--- config.mk ---
export PLATFORM = sky130hd
export DESIGN_NAME = loop_recorder
export DESIGN_NICKNAME = d
export VERILOG_FILES = /design/src/rtl/loop_recorder.sv
export SDC_FILE = /design/constraint.sdc
export NUM_CORES = 1
export LEC_CHECK = 0
export CAP_MARGIN = 10
export CORE_ASPECT_RATIO = 1.75
export CORE_MARGIN = 5
export CORE_UTILIZATION = 30
export CTS_CLUSTER_SIZE = 10
export DETAILED_ROUTE_END_ITERATION = 12
export GPL_ROUTABILITY_DRIVEN = 0
export PLACE_DENSITY = 0.59
export RECOVER_POWER = 100
export SLEW_MARGIN = 20
export SYNTH_ARGS = -nofsm -noshare
export SYNTH_HDL_FRONTEND = slang
export SYNTH_SLANG_ARGS = --single-unit
--- constraint.sdc ---
create_clock -name i_AUD_BCLK -period 3.3 [get_ports i_AUD_BCLK]
set_input_delay 0.66 -clock i_AUD_BCLK [delete_from_list [all_inputs] [get_ports i_AUD_BCLK]]
set_output_delay 0.66 -clock i_AUD_BCLK [all_outputs]
set_load 0.05 [all_outputs]
--- src/rtl/loop_recorder.sv ---
// Looper stage: records the processed stream into an SRAM region, then plays it back
// repeatedly, saturating-mixed with the live stream. One SRAM access per accepted sample.
module loop_recorder #(
  parameter logic [19:0] BASE_ADDR = 20'h80000,
  parameter logic [19:0] MAX_LEN   = 20'h80000
) (
  input  logic        i_AUD_BCLK,
  input  logic        i_rst_n,
  input  logic        i_valid,
  input  logic [15:0] i_data,
  input  logic        i_rec,
  input  logic        i_play,
  output logic        o_sram_req,
  input  logic        i_sram_gnt,
  output logic [19:0] o_sram_addr,
  output logic        o_sram_we_n,
  output logic [15:0] o_sram_wdata,
  input  logic [15:0] i_sram_rdata,
  output logic [15:0] o_data,
  output logic        o_valid,
  output logic [1:0]  o_mode,
  output logic [19:0] o_loop_len,
  output logic        o_overrun
);

  typedef enum logic [1:0] {SeqIdle, SeqReq, SeqAcc, SeqByp} seq_e;
  typedef enum logic [1:0] {ModeEmpty = 2'd0, ModeRecord = 2'd1, ModeLoop = 2'd2} mode_e;
  typedef enum logic [1:0] {OpByp, OpWr, OpRd} op_e;

  seq_e        seq_q, seq_d;
  logic        pad_q, pad_d;
  mode_e       mode_q, mode_nxt_q, mode_nxt_d;
  logic [19:0] len_q, len_nxt_q, len_nxt_d;
  logic [19:0] wr_q, wr_nxt_q, wr_nxt_d;
  logic [19:0] rd_q, rd_nxt_q, rd_nxt_d;
  logic [19:0] addr_q, addr_d;
  op_e         op_q, op_d;
  logic [15:0] samp_q;
  logic [15:0] data_q;
  logic        valid_q;
  logic        overrun_q;

  logic        accept;
  logic        done;
  logic        acc_wr;
  logic [16:0] sum;
  logic [15:0] mixed;

  assign accept = (seq_q == SeqIdle) && i_valid;
  assign done   = (seq_q == SeqAcc) || ((seq_q == SeqByp) && pad_q);

  // Per-sample decision; the resulting mode/length/pointers are only committed when the
  // sample completes, so o_mode/o_loop_len move together with its o_valid.
  always_comb begin
    op_d       = OpByp;
    addr_d     = '0;
    mode_nxt_d = mode_q;
    len_nxt_d  = len_q;
    wr_nxt_d   = wr_q;
    rd_nxt_d   = rd_q;
    case (mode_q)
      ModeEmpty: begin
        if (i_rec) begin
          op_d       = OpWr;
          wr_nxt_d   = 20'd1;
          len_nxt_d  = 20'd1;
          rd_nxt_d   = '0;
          mode_nxt_d = (MAX_LEN == 20'd1) ? ModeLoop : ModeRecord;
        end
      end
      ModeRecord: begin
        if (i_rec) begin
          op_d      = OpWr;
          addr_d    = wr_q;
          wr_nxt_d  = wr_q + 20'd1;
          len_nxt_d = len_q + 20'd1;
          if (wr_q == MAX_LEN - 20'd1) mode_nxt_d = ModeLoop;
        end else if (i_play && (len_q != '0)) begin
          mode_nxt_d = ModeLoop;
          op_d       = OpRd;
          addr_d     = rd_q;
          rd_nxt_d   = (rd_q == len_q - 20'd1) ? '0 : rd_q + 20'd1;
        end else begin
          mode_nxt_d = ModeEmpty;
          len_nxt_d  = '0;
          wr_nxt_d   = '0;
          rd_nxt_d   = '0;
        end
      end
      ModeLoop: begin
        if (i_play) begin
          op_d     = OpRd;
          addr_d   = rd_q;
          rd_nxt_d = (rd_q == len_q - 20'd1) ? '0 : rd_q + 20'd1;
        end else begin
          mode_nxt_d = ModeEmpty;
          len_nxt_d  = '0;
          rd_nxt_d   = '0;
        end
      end
      default: begin
        mode_nxt_d = ModeEmpty;
        len_nxt_d  = '0;
        wr_nxt_d   = '0;
        rd_nxt_d   = '0;
      end
    endcase
  end

  always_comb begin
    seq_d = seq_q;
    pad_d = 1'b0;
    case (seq_q)
      SeqIdle: if (i_valid) seq_d = (op_d == OpByp) ? SeqByp : SeqReq;
      SeqReq:  if (i_sram_gnt) seq_d = SeqAcc;
      SeqAcc:  seq_d = SeqIdle;
      SeqByp: begin
        // Two cycles in bypass keep EMPTY latency equal to the SRAM path.
        pad_d = !pad_q;
        if (pad_q) seq_d = SeqIdle;
      end
      default: seq_d = SeqIdle;
    endcase
  end

  assign sum   = {samp_q[15], samp_q} + {i_sram_rdata[15], i_sram_rdata};
  assign mixed = (sum[16] != sum[15]) ? (sum[16] ? 16'h8000 : 16'h7fff) : sum[15:0];

  always_ff @(posedge i_AUD_BCLK or negedge i_rst_n) begin
    if (!i_rst_n) begin
      seq_q      <= SeqIdle;
      pad_q      <= 1'b0;
      mode_q     <= ModeEmpty;
      mode_nxt_q <= ModeEmpty;
      len_q      <= '0;
      len_nxt_q  <= '0;
      wr_q       <= '0;
      wr_nxt_q   <= '0;
      rd_q       <= '0;
      rd_nxt_q   <= '0;
      addr_q     <= '0;
      op_q       <= OpByp;
      samp_q     <= '0;
      data_q     <= '0;
      valid_q    <= 1'b0;
      overrun_q  <= 1'b0;
    end else begin
      seq_q   <= seq_d;
      pad_q   <= pad_d;
      valid_q <= done;
      if (i_valid && (seq_q != SeqIdle)) overrun_q <= 1'b1;
      if (accept) begin
        samp_q     <= i_data;
        op_q       <= op_d;
        addr_q     <= addr_d;
        mode_nxt_q <= mode_nxt_d;
        len_nxt_q  <= len_nxt_d;
        wr_nxt_q   <= wr_nxt_d;
        rd_nxt_q   <= rd_nxt_d;
      end
      if (done) begin
        data_q <= (op_q == OpRd) ? mixed : samp_q;
        mode_q <= mode_nxt_q;
        len_q  <= len_nxt_q;
        wr_q   <= wr_nxt_q;
        rd_q   <= rd_nxt_q;
      end
    end
  end

  assign acc_wr       = (seq_q == SeqAcc) && (op_q == OpWr);
  assign o_sram_req   = (seq_q == SeqReq) || (seq_q == SeqAcc);
  assign o_sram_addr  = (seq_q == SeqAcc) ? BASE_ADDR + addr_q : '0;
  assign o_sram_we_n  = !acc_wr;
  assign o_sram_wdata = acc_wr ? samp_q : '0;
  assign o_data       = data_q;
  assign o_valid      = valid_q;
  assign o_mode       = mode_q;
  assign o_loop_len   = len_q;
  assign o_overrun    = overrun_q;

endmodule

==> report_table.html, run 1 <==
<table>
<tr><th>Metric</th><th>Value</th></tr>
<tr><th colspan="2">Place</th></tr>
<tr><td>Placement Cell Area</td><td>0.0131 sq mm</td></tr>
<tr><td>Place WS</td><td>-0.202 ns</td></tr>
<tr><td>HPWL after detailed placement</td><td>26,100 um</td></tr>
<tr><td>Number of I/O port buffers</td><td>115</td></tr>
<tr><td>Cell count after placement</td><td>1,885</td></tr>
<tr><th colspan="2">Clocking</th></tr>
<tr><td>TritonCTS clock tree</td><td>yes</td></tr>
<tr><td>Root Buffer</td><td>sky130_fd_sc_hd__clkbuf_16</td></tr>
<tr><td>Worst skew pair latency</td><td>0.45 ns</td></tr>
<tr><td>Maximum level of the CTS H-tree</td><td>4</td></tr>
<tr><td>Maximum buffer depth of the clock tree</td><td>2</td></tr>
<tr><td>Inserted Clock Buffers</td><td>17</td></tr>
<tr><td>Post-CTS Hold Fix Bufs</td><td>0</td></tr>
<tr><td>Clock slew seen by the registers of the worst setup and hold paths</td><td>0.07 ns</td></tr>
<tr><td>Total number of clock tree sinks</td><td>183</td></tr>
<tr><td>Gates resized, CTS repair</td><td>0</td></tr>
<tr><td>Post-CTS setup repair buffer count</td><td>0</td></tr>
<tr><th colspan="2">Run status</th></tr>
<tr><td>Violated checks</td><td>capacitance limit, slew limit</td></tr>
<tr><td>Run status</td><td>complete, but fails checks</td></tr>
<tr><th colspan="2">Global route</th></tr>
<tr><td>Pin count of the biggest net entering global routing</td><td>103</td></tr>
<tr><td>GRT Resource Usage Total</td><td>17.8%</td></tr>
<tr><td>Via count of the first global-routing pass</td><td>10,500</td></tr>
<tr><td>Overflow left after global routing</td><td>0</td></tr>
<tr><td>First-pass GRT wire length</td><td>57,400 um</td></tr>
<tr><td>Number of antenna violations at the first check in global routing</td><td>0</td></tr>
<tr><th colspan="2">Power and ir drop</th></tr>
<tr><td>Power per cell area</td><td>697 mW/mm^2</td></tr>
<tr><td>Worst IR drop on VDD</td><td>0.407 mV</td></tr>
<tr><td>Leakage power</td><td>0.00615 uW</td></tr>
<tr><th colspan="2">Floorplan</th></tr>
<tr><td>Area enclosed by the die boundary</td><td>0.0406 sq mm</td></tr>
<tr><td>Horizontal extent of the die</td><td>155 um</td></tr>
<tr><td>Rows</td><td>92</td></tr>
<tr><td>Height of the die</td><td>263 um</td></tr>
<tr><td>Initial Util</td><td>30.3%</td></tr>
<tr><td>I/O pin count</td><td>116</td></tr>
<tr><td>Placeable core region</td><td>0.0361 sq mm</td></tr>
<tr><th colspan="2">Drt</th></tr>
<tr><td>Number of iterations in the first detailed-routing pass</td><td>5</td></tr>
<tr><td>Number of antenna-violating nets in the routed design</td><td>0</td></tr>
<tr><td>Total Wirelength</td><td>36,400 um</td></tr>
<tr><td>Number of design-rule violations left by the first detailed-router iteration</td><td>545</td></tr>
<tr><td>Per-cell routed wire length</td><td>19.0 um</td></tr>
<tr><td>Vias per cell</td><td>5.35</td></tr>
<tr><td>Via Count</td><td>10,300</td></tr>
<tr><td>Number of design rule violations left after detail routing</td><td>0</td></tr>
<tr><th colspan="2">Timing</th></tr>
<tr><td>Setup repair after global routing missed its margin</td><td>no</td></tr>
<tr><td>Count of final setup violators</td><td>0</td></tr>
<tr><td>Final Hold Violating Endpoints</td><td>0</td></tr>
<tr><td>Worst clock skew on the final layout</td><td>0.0161 ns</td></tr>
<tr><td>Number of pins exceeding their max-slew limit in the final report</td><td>69</td></tr>
<tr><td>Final period utilization</td><td>94.7%</td></tr>
<tr><td>Worst Tran Pin Value</td><td>1.81 ns</td></tr>
<tr><td>Worst setup margin</td><td>0.174 ns</td></tr>
<tr><td>Worst rel slew slack</td><td>-20.8%</td></tr>
<tr><td>Min Clock Period, post-route</td><td>3.13 ns</td></tr>
<tr><td>Fmax</td><td>320 MHz</td></tr>
<tr><th colspan="2">Worst setup path</th></tr>
<tr><td>Cell chain of the critical path</td><td>inv_1 -&gt; ha_1 -&gt; or4b_1 -&gt; a2111oi_0 -&gt; nor3_1 -&gt; a221oi_1 -&gt; nand4b_1 -&gt; o31ai_2 -&gt; buf_12 -&gt; o221ai_1</td></tr>
<tr><td>Register-to-register setup slack</td><td>0.17 ns</td></tr>
<tr><td>CP startpoint kind</td><td>flop</td></tr>
<tr><td>Critical Path Max Stage Delay</td><td>0.61 ns</td></tr>
<tr><td>Critical path class</td><td>flop to flop</td></tr>
<tr><td>WP data required</td><td>3.61 ns</td></tr>
<tr><td>Arrival time reported for the critical path endpoint</td><td>3.44 ns</td></tr>
<tr><td>Worst-path fanout max</td><td>20</td></tr>
<tr><td>Number of buffer and inverter instances along the worst setup path</td><td>2</td></tr>
<tr><td>Dominant delay contributor by cell family on the critical path</td><td>compound AO/OA/AOI/OAI gates</td></tr>
<tr><td>Max stage delay cell, worst path</td><td>sky130_fd_sc_hd__or4b_1</td></tr>
<tr><td>Type of destination of the critical path</td><td>flop</td></tr>
<tr><th colspan="2">Synthesis</th></tr>
<tr><td>Synth Register Bits</td><td>183</td></tr>
<tr><td>Synth unique cells</td><td>72</td></tr>
<tr><td>Post-synthesis async set-or-reset flop share</td><td>100%</td></tr>
<tr><td>Number of instances in the synthesized netlist</td><td>1,331</td></tr>
<tr><td>Fraction of post-synthesis cell area in the top cell type by area</td><td>41.8%</td></tr>
<tr><td>Synth Flop Type</td><td>sky130_fd_sc_hd__dfrtp_1</td></tr>
<tr><td>EDFF count, synth</td><td>0</td></tr>
<tr><td>Synth area leaders</td><td>sky130_fd_sc_hd__dfrtp_1 (42%), sky130_fd_sc_hd__nand2_1 (12%), sky130_fd_sc_hd__o21ai_0 (4.1%)</td></tr>
<tr><td>Synthesized net count</td><td>1,398</td></tr>
<tr><td>Top cell type by total area after synthesis</td><td>sky130_fd_sc_hd__dfrtp_1</td></tr>
<tr><td>Post-synthesis average cell area</td><td>8.24 sq um</td></tr>
<tr><td>Post-synthesis sequential area ratio</td><td>41.8%</td></tr>
<tr><td>Total of warnings raised by yosys</td><td>0</td></tr>
<tr><td>Post-Syn Area</td><td>0.0110 sq mm</td></tr>
<tr><th colspan="2">Job</th></tr>
<tr><td>Max-Cap Viols</td><td>1</td></tr>
<tr><th colspan="2">Finish</th></tr>
<tr><td>Number of non-filler instances in the completed layout</td><td>1,916</td></tr>
<tr><td>Most common cell after layout, fill and taps aside</td><td>sky130_fd_sc_hd__nand2_1</td></tr>
<tr><td>Layout cells sized above 1</td><td>10.7%</td></tr>
<tr><td>Relative area change from synthesis to final layout</td><td>23.4%</td></tr>
<tr><td>Highest-count cells in the layout ignoring fill and taps</td><td>sky130_fd_sc_hd__nand2_1 (346), sky130_fd_sc_hd__dfrtp_1 (183), sky130_fd_sc_hd__o21ai_0 (120)</td></tr>
<tr><td>Count of filler cells inserted in the layout</td><td>3,735</td></tr>
<tr><td>Antenna diode count</td><td>0</td></tr>
<tr><td>Area of all placed cells without fillers</td><td>0.0135 sq mm</td></tr>
<tr><td>Storage element area</td><td>0.00458 sq mm</td></tr>
<tr><td>Area taken by multi-input logic gates</td><td>0.00589 sq mm</td></tr>
<tr><td>Total number of nets in the final design</td><td>1,501</td></tr>
<tr><th colspan="2">Hold path</th></tr>
<tr><td>Worst min-delay path class</td><td>flop to flop</td></tr>
</table>
[power breakdown]
| group | total [uW] | switching, uW | internal [uW] |
|---|---|---|---|
| clock network | 2130 | 920 | 1210 |
| logic | 4520 | 3050 | 1470 |
| registers | 2790 | 260 | 2530 |
| total | 9440 | 4230 | 5210 |
[metal layers]
layer	vias to the layer above	global-route usage, %	routed length (um)
met3	68	3.08	1870
met4	0	7.24	1270
li1	4874	-	-
met5	-	0	0
met2	299	33.0	19500
met1	5012	19.8	13700
[worst register-to-register path, delay by kind of cell (launching register included)]
kind | cells | cell delay, ns
buffers and inverters | 2 | 0.32
flip-flops | 1 | 0.38
AO/OA/AOI/OAI | 4 | 1.10
AND/OR/NAND/NOR | 3 | 0.90
adder cells (fa/ha/maj) | 1 | 0.29
[area by class of cell]
cell class | instances | area share (%)
clock buffers | 21 | 3.33
clock inverters | 10 | 1.07
inverters | 24 | 0.665
multi-input cells | 1018 | 43.5
flip-flops and latches | 183 | 33.8
well taps | 470 | 4.34
repair buffers | 190 | 13.3
[Yosys cell counts (6+ instances only)]
library cell / number
sky130_fd_sc_hd__o31ai_1: 10
sky130_fd_sc_hd__ha_1: 28
sky130_fd_sc_hd__o21ai_1: 47
sky130_fd_sc_hd__inv_1: 24
sky130_fd_sc_hd__dfrtp_1: 183
sky130_fd_sc_hd__a211oi_1: 18
sky130_fd_sc_hd__nor2b_1: 11
sky130_fd_sc_hd__o41ai_1: 6
sky130_fd_sc_hd__buf_2: 6
sky130_fd_sc_hd__a22oi_1: 41
sky130_fd_sc_hd__xnor2_1: 18
sky130_fd_sc_hd__mux2i_1: 15
sky130_fd_sc_hd__nand3_1: 26
sky130_fd_sc_hd__nand2b_1: 22
sky130_fd_sc_hd__a21oi_1: 41
sky130_fd_sc_hd__or3_1: 8
sky130_fd_sc_hd__and2_1: 41
sky130_fd_sc_hd__a211o_1: 6
sky130_fd_sc_hd__a21o_1: 14
sky130_fd_sc_hd__clkbuf_1: 85
sky130_fd_sc_hd__a32o_1: 7
sky130_fd_sc_hd__and3_1: 15
sky130_fd_sc_hd__xor2_1: 14
sky130_fd_sc_hd__nor3_1: 10
sky130_fd_sc_hd__nor2_1: 43
sky130_fd_sc_hd__a31oi_1: 7
sky130_fd_sc_hd__or2_2: 6
sky130_fd_sc_hd__o2bb2ai_1: 10
sky130_fd_sc_hd__o21ai_0: 89
sky130_fd_sc_hd__nand4_1: 18
sky130_fd_sc_hd__nand2_1: 347
sky130_fd_sc_hd__o211ai_1: 17
sky130_fd_sc_hd__nor4_1: 7
sky130_fd_sc_hd__buf_1: 11
[sequential cells by signal, summed over array words and instances (netlist names), 16 cells and up]
signal and flops:
addr_q 20, len_nxt_q 20, o_data 16, o_loop_len 20, rd_nxt_q 20, rd_q 20, samp_q 16, wr_nxt_q 20
wr_q 20
[stage by stage]
step / utilization [%] / total power [uW] / setup TNS [ns] / hold WS [ns]
after floorplan: - / 5670 / 0 / 0.364
after CTS: 37.8 / 9660 / 0 / 0.232
after global placement: 36.1 / 7460 / -1.17 / 0.450
after global routing: 37.5 / 9950 / 0 / 0.481
after detailed placement: 36.1 / 7500 / -1.62 / 0.461
final: 37.5 / 9440 / 0 / 0.463
[cell families after synthesis]
logic type      share of synthesized area, %
simple gates                            24.9
compound gates                          21.3
flops                                   41.8
buf+inv                                 4.66
xor+xnor                                2.56
fa+ha+maj                               3.38
mux                                     1.47
[worst paths after layout]
| kind | start | end | cells past startpoint |
|---|---|---|---|
| setup reg to reg | o_loop_len[1] | rd_nxt_q[5] | 10 |
| min in group asynchronous | i_rst_n | o_mode[1] | 1 |
| hold / removal | pad_q | pad_q | 1 |
| max in group asynchronous | i_rst_n | addr_q[15] | 2 |
| hold reg to reg | pad_q | pad_q | 1 |
| setup / recovery | o_loop_len[1] | rd_nxt_q[5] | 10 |
Power figures use the tool's default switching activity.
==> run 2: changes to the inputs <==
--- a/config.mk
+++ b/config.mk
@@ -7,12 +7,11 @@
 export LEC_CHECK = 0
 export CAP_MARGIN = 10
 export CORE_ASPECT_RATIO = 1.75
-export CORE_MARGIN = 5
+export CORE_MARGIN = 10
 export CORE_UTILIZATION = 30
 export CTS_CLUSTER_SIZE = 10
 export DETAILED_ROUTE_END_ITERATION = 12
 export GPL_ROUTABILITY_DRIVEN = 0
-export PLACE_DENSITY = 0.59
 export RECOVER_POWER = 100
 export SLEW_MARGIN = 20
 export SYNTH_ARGS = -nofsm -noshare
==> run 2 against run 1 <==
The run still ends with capacitance limit, slew limit left. Maximum frequency up 1.7%. Setup slack better by 0.051 ns. Critical path type unchanged. Wire length about the same. Sequential cell count unchanged.
==> report_table.html, run 2 (synthesized netlist as in run 1, its figures left out) <==
<table>
<tr><th>Metric</th><th>Value</th></tr>
<tr><th colspan="2">Clocking</th></tr>
<tr><td>Inserted Clock Buffers</td><td>17 (unchanged)</td></tr>
<tr><td>Gates resized, CTS repair</td><td>0 (unchanged)</td></tr>
<tr><td>Clock slew seen by the registers of the worst setup and hold paths</td><td>0.07 ns (about the same)</td></tr>
<tr><td>TritonCTS clock tree</td><td>yes</td></tr>
<tr><td>Post-CTS setup repair buffer count</td><td>0 (unchanged)</td></tr>
<tr><td>Maximum level of the CTS H-tree</td><td>4 (unchanged)</td></tr>
<tr><td>Post-CTS Hold Fix Bufs</td><td>0 (unchanged)</td></tr>
<tr><td>Root Buffer</td><td>sky130_fd_sc_hd__clkbuf_16</td></tr>
<tr><td>Worst skew pair latency</td><td>0.46 ns (about the same)</td></tr>
<tr><td>Maximum buffer depth of the clock tree</td><td>2 (unchanged)</td></tr>
<tr><td>Total number of clock tree sinks</td><td>183 (unchanged)</td></tr>
<tr><th colspan="2">Floorplan</th></tr>
<tr><td>Height of the die</td><td>273 um (+3.8%)</td></tr>
<tr><td>Initial Util</td><td>30.4% (+0.097 points)</td></tr>
<tr><td>Horizontal extent of the die</td><td>165 um (+6.5%)</td></tr>
<tr><td>I/O pin count</td><td>116 (unchanged)</td></tr>
<tr><td>Rows</td><td>92 (unchanged)</td></tr>
<tr><td>Area enclosed by the die boundary</td><td>0.0449 sq mm (+11%)</td></tr>
<tr><td>Placeable core region</td><td>0.0360 sq mm (-0.32%)</td></tr>
<tr><th colspan="2">Finish</th></tr>
<tr><td>Total number of nets in the final design</td><td>1,500 (-0.067%)</td></tr>
<tr><td>Highest-count cells in the layout ignoring fill and taps</td><td>sky130_fd_sc_hd__nand2_1 (347), sky130_fd_sc_hd__dfrtp_1 (183), sky130_fd_sc_hd__o21ai_0 (89)</td></tr>
<tr><td>Most common cell after layout, fill and taps aside</td><td>sky130_fd_sc_hd__nand2_1</td></tr>
<tr><td>Layout cells sized above 1</td><td>11.2% (+0.48 points)</td></tr>
<tr><td>Relative area change from synthesis to final layout</td><td>23.8%</td></tr>
<tr><td>Antenna diode count</td><td>0 (unchanged)</td></tr>
<tr><th colspan="2">Drt</th></tr>
<tr><td>Number of antenna-violating nets in the routed design</td><td>0 (unchanged)</td></tr>
<tr><td>Vias per cell</td><td>5.34 (-0.25%)</td></tr>
<tr><td>Via Count</td><td>10,200 (-0.25%)</td></tr>
<tr><td>Total Wirelength</td><td>36,300 um (about the same)</td></tr>
<tr><td>Number of design-rule violations left by the first detailed-router iteration</td><td>700 (+28%)</td></tr>
<tr><td>Per-cell routed wire length</td><td>19.0 um (about the same)</td></tr>
<tr><td>Number of design rule violations left after detail routing</td><td>0 (unchanged)</td></tr>
<tr><td>Number of iterations in the first detailed-routing pass</td><td>5 (unchanged)</td></tr>
<tr><th colspan="2">Timing</th></tr>
<tr><td>Number of pins exceeding their max-slew limit in the final report</td><td>91 (+32%)</td></tr>
<tr><td>Worst rel slew slack</td><td>-70.3% (-50 points)</td></tr>
<tr><td>Worst Tran Pin Value</td><td>2.55 ns (+0.743 ns)</td></tr>
<tr><td>Worst clock skew on the final layout</td><td>0.0132 ns (-0.00290 ns)</td></tr>
<tr><td>Final Hold Violating Endpoints</td><td>0 (unchanged)</td></tr>
<tr><td>Final period utilization</td><td>93.2% (-1.5 points)</td></tr>
<tr><td>Count of final setup violators</td><td>0 (unchanged)</td></tr>
<tr><td>Post-Route Setup TNS</td><td>0 ns (unchanged)</td></tr>
<tr><td>Fmax</td><td>325 MHz (+1.7%)</td></tr>
<tr><td>Min Clock Period, post-route</td><td>3.08 ns (-0.0510 ns)</td></tr>
<tr><th colspan="2">Place</th></tr>
<tr><td>Number of I/O port buffers</td><td>115 (unchanged)</td></tr>
<tr><td>HPWL after detailed placement</td><td>26,200 um (+0.52%)</td></tr>
<tr><th colspan="2">Power and ir drop</th></tr>
<tr><td>Fraction of power spent switching nets</td><td>45.2% (+0.39 points)</td></tr>
<tr><td>Total net switching power</td><td>4280 uW (+1.1%)</td></tr>
<tr><td>Clock power frac</td><td>21.9% (-0.7 points)</td></tr>
<tr><td>Power per cell area</td><td>696 mW/mm^2 (-0.13%)</td></tr>
<tr><td>Worst IR drop on VDD</td><td>0.491 mV (+21%)</td></tr>
<tr><td>Leakage power</td><td>0.00612 uW (-0.50%)</td></tr>
<tr><td>Int Pwr</td><td>5180 uW (-0.52%)</td></tr>
<tr><td>Sequential group share of total power</td><td>29.4% (about the same)</td></tr>
<tr><td>Combinational cell fraction of total power</td><td>48.7% (+0.8 points)</td></tr>
<tr><td>Total power of the final layout</td><td>9460 uW (+0.18%)</td></tr>
<tr><th colspan="2">Global route</th></tr>
<tr><td>Overflow left after global routing</td><td>0 (unchanged)</td></tr>
<tr><td>Number of antenna violations at the first check in global routing</td><td>0 (unchanged)</td></tr>
<tr><td>First-pass GRT wire length</td><td>57,700 um (+0.50%)</td></tr>
<tr><td>Via count of the first global-routing pass</td><td>10,400 (-1.1%)</td></tr>
<tr><td>GRT Resource Usage Total</td><td>16.1% (-1.6 points)</td></tr>
<tr><td>Pin count of the biggest net entering global routing</td><td>75 (-27%)</td></tr>
<tr><th colspan="2">Hold path</th></tr>
<tr><td>Worst min-delay path class</td><td>flop to flop</td></tr>
<tr><td>Hold Crit Endpoint</td><td>pad_q</td></tr>
<tr><td>Count of cells along the worst hold path</td><td>1 (unchanged)</td></tr>
<tr><td>Launch point of the worst hold path</td><td>pad_q</td></tr>
<tr><th colspan="2">Worst setup path</th></tr>
<tr><td>Register-to-register setup slack</td><td>0.22 ns (+0.05 ns)</td></tr>
<tr><td>Worst Reg2Reg Path Length in Cells</td><td>9 (-1)</td></tr>
<tr><td>Critical path class</td><td>flop to flop</td></tr>
<tr><td>Source of the worst register-to-register timing path</td><td>o_loop_len[2]</td></tr>
<tr><td>Arrival time reported for the critical path endpoint</td><td>3.43 ns (about the same)</td></tr>
<tr><td>CP startpoint kind</td><td>flop</td></tr>
<tr><td>WP data required</td><td>3.65 ns (+0.04 ns)</td></tr>
<tr><td>Destination of the worst register-to-register timing path</td><td>len_nxt_q[19]</td></tr>
<tr><td>Type of destination of the critical path</td><td>flop</td></tr>
<tr><td>Worst-path fanout max</td><td>17 (-15%)</td></tr>
<tr><th colspan="2">Run status</th></tr>
<tr><td>Violated checks</td><td>capacitance limit, slew limit</td></tr>
<tr><td>Run status</td><td>complete, but fails checks</td></tr>
<tr><th colspan="2">Job</th></tr>
<tr><td>Max-Cap Viols</td><td>1 (unchanged)</td></tr>
</table>
==> run 2: power groups by stage <==
| stage | Combinational (uW) | Clock (uW) | Sequential (uW) |
|---|---|---|---|
| detailed placement | 4680 | 0 | 2830 |
| global route | 5010 | 2190 | 2820 |
| floorplan | 2550 | 0 | 3120 |
| CTS | 4700 | 2120 | 2790 |
| finish | 4610 | 2070 | 2780 |
| global placement | 4640 | 0 | 2830 |
==> run 2: worst max-delay path: stages, from the launching register on <==
cell and delay, ns:
sky130_fd_sc_hd__dfrtp_1 0.51, sky130_fd_sc_hd__buf_4 0.23, sky130_fd_sc_hd__nor4b_2 0.43, sky130_fd_sc_hd__nand4_1 0.35, sky130_fd_sc_hd__o41a_1 0.54, sky130_fd_sc_hd__o21ai_2 0.19, sky130_fd_sc_hd__buf_4 0.26, sky130_fd_sc_hd__a31o_2 0.14
sky130_fd_sc_hd__a31oi_1 0.10, sky130_fd_sc_hd__a22o_1 0.22
==> run 2: through the flow <==
step / instance area (sq um) / hold slack [ns] / worst slack (ns) / cells / util, %
floorplan: 11000 / 0.364 / 0.186 / 1331 / -
global placement: 13000 / 0.451 / -0.185 / 1884 / 36.2
detailed placement: 13000 / 0.455 / -0.245 / 1884 / 36.2
CTS: 13600 / 0.174 / 0.235 / 1916 / 37.8
global route: 13600 / 0.489 / -0.00339 / 1916 / 37.7
finish: 13600 / 0.468 / 0.225 / 1916 / 37.7
==> run 2: worst max-delay path by stage <==
stage                                to       startpoint  cells past startpoint  slack [ns]
after floorplan             rd_nxt_q[5]    o_loop_len[0]                     12        0.19
after global placement        o_data[4]  i_sram_rdata[0]                     12       -0.18
after detailed placement      o_data[4]  i_sram_rdata[0]                     12       -0.25
after CTS                   rd_nxt_q[5]    o_loop_len[1]                     10        0.23
after global routing       wr_nxt_q[17]    o_loop_len[1]                      9      -0.003
final                     len_nxt_q[19]    o_loop_len[2]                      9        0.22
==> run 2: final cells by class <==
cell class	instances	area [sq um]
clock buffers	21	460
fillers	3628	22500
inverters	24	90.1
repair buffers	189	1870
well taps	470	588
clock inverters	11	115
flip-flops and latches	183	4580
multi-input cells	1018	5880
==> run 2: layer usage <==
layer  track usage (%)  wire, um  up-vias
li1                  -         -     4876
met1              17.3     13900     5037
met2              30.0     19900      257
met3              3.18      1570       57
met4              6.17       988        0
met5                 0         0        -
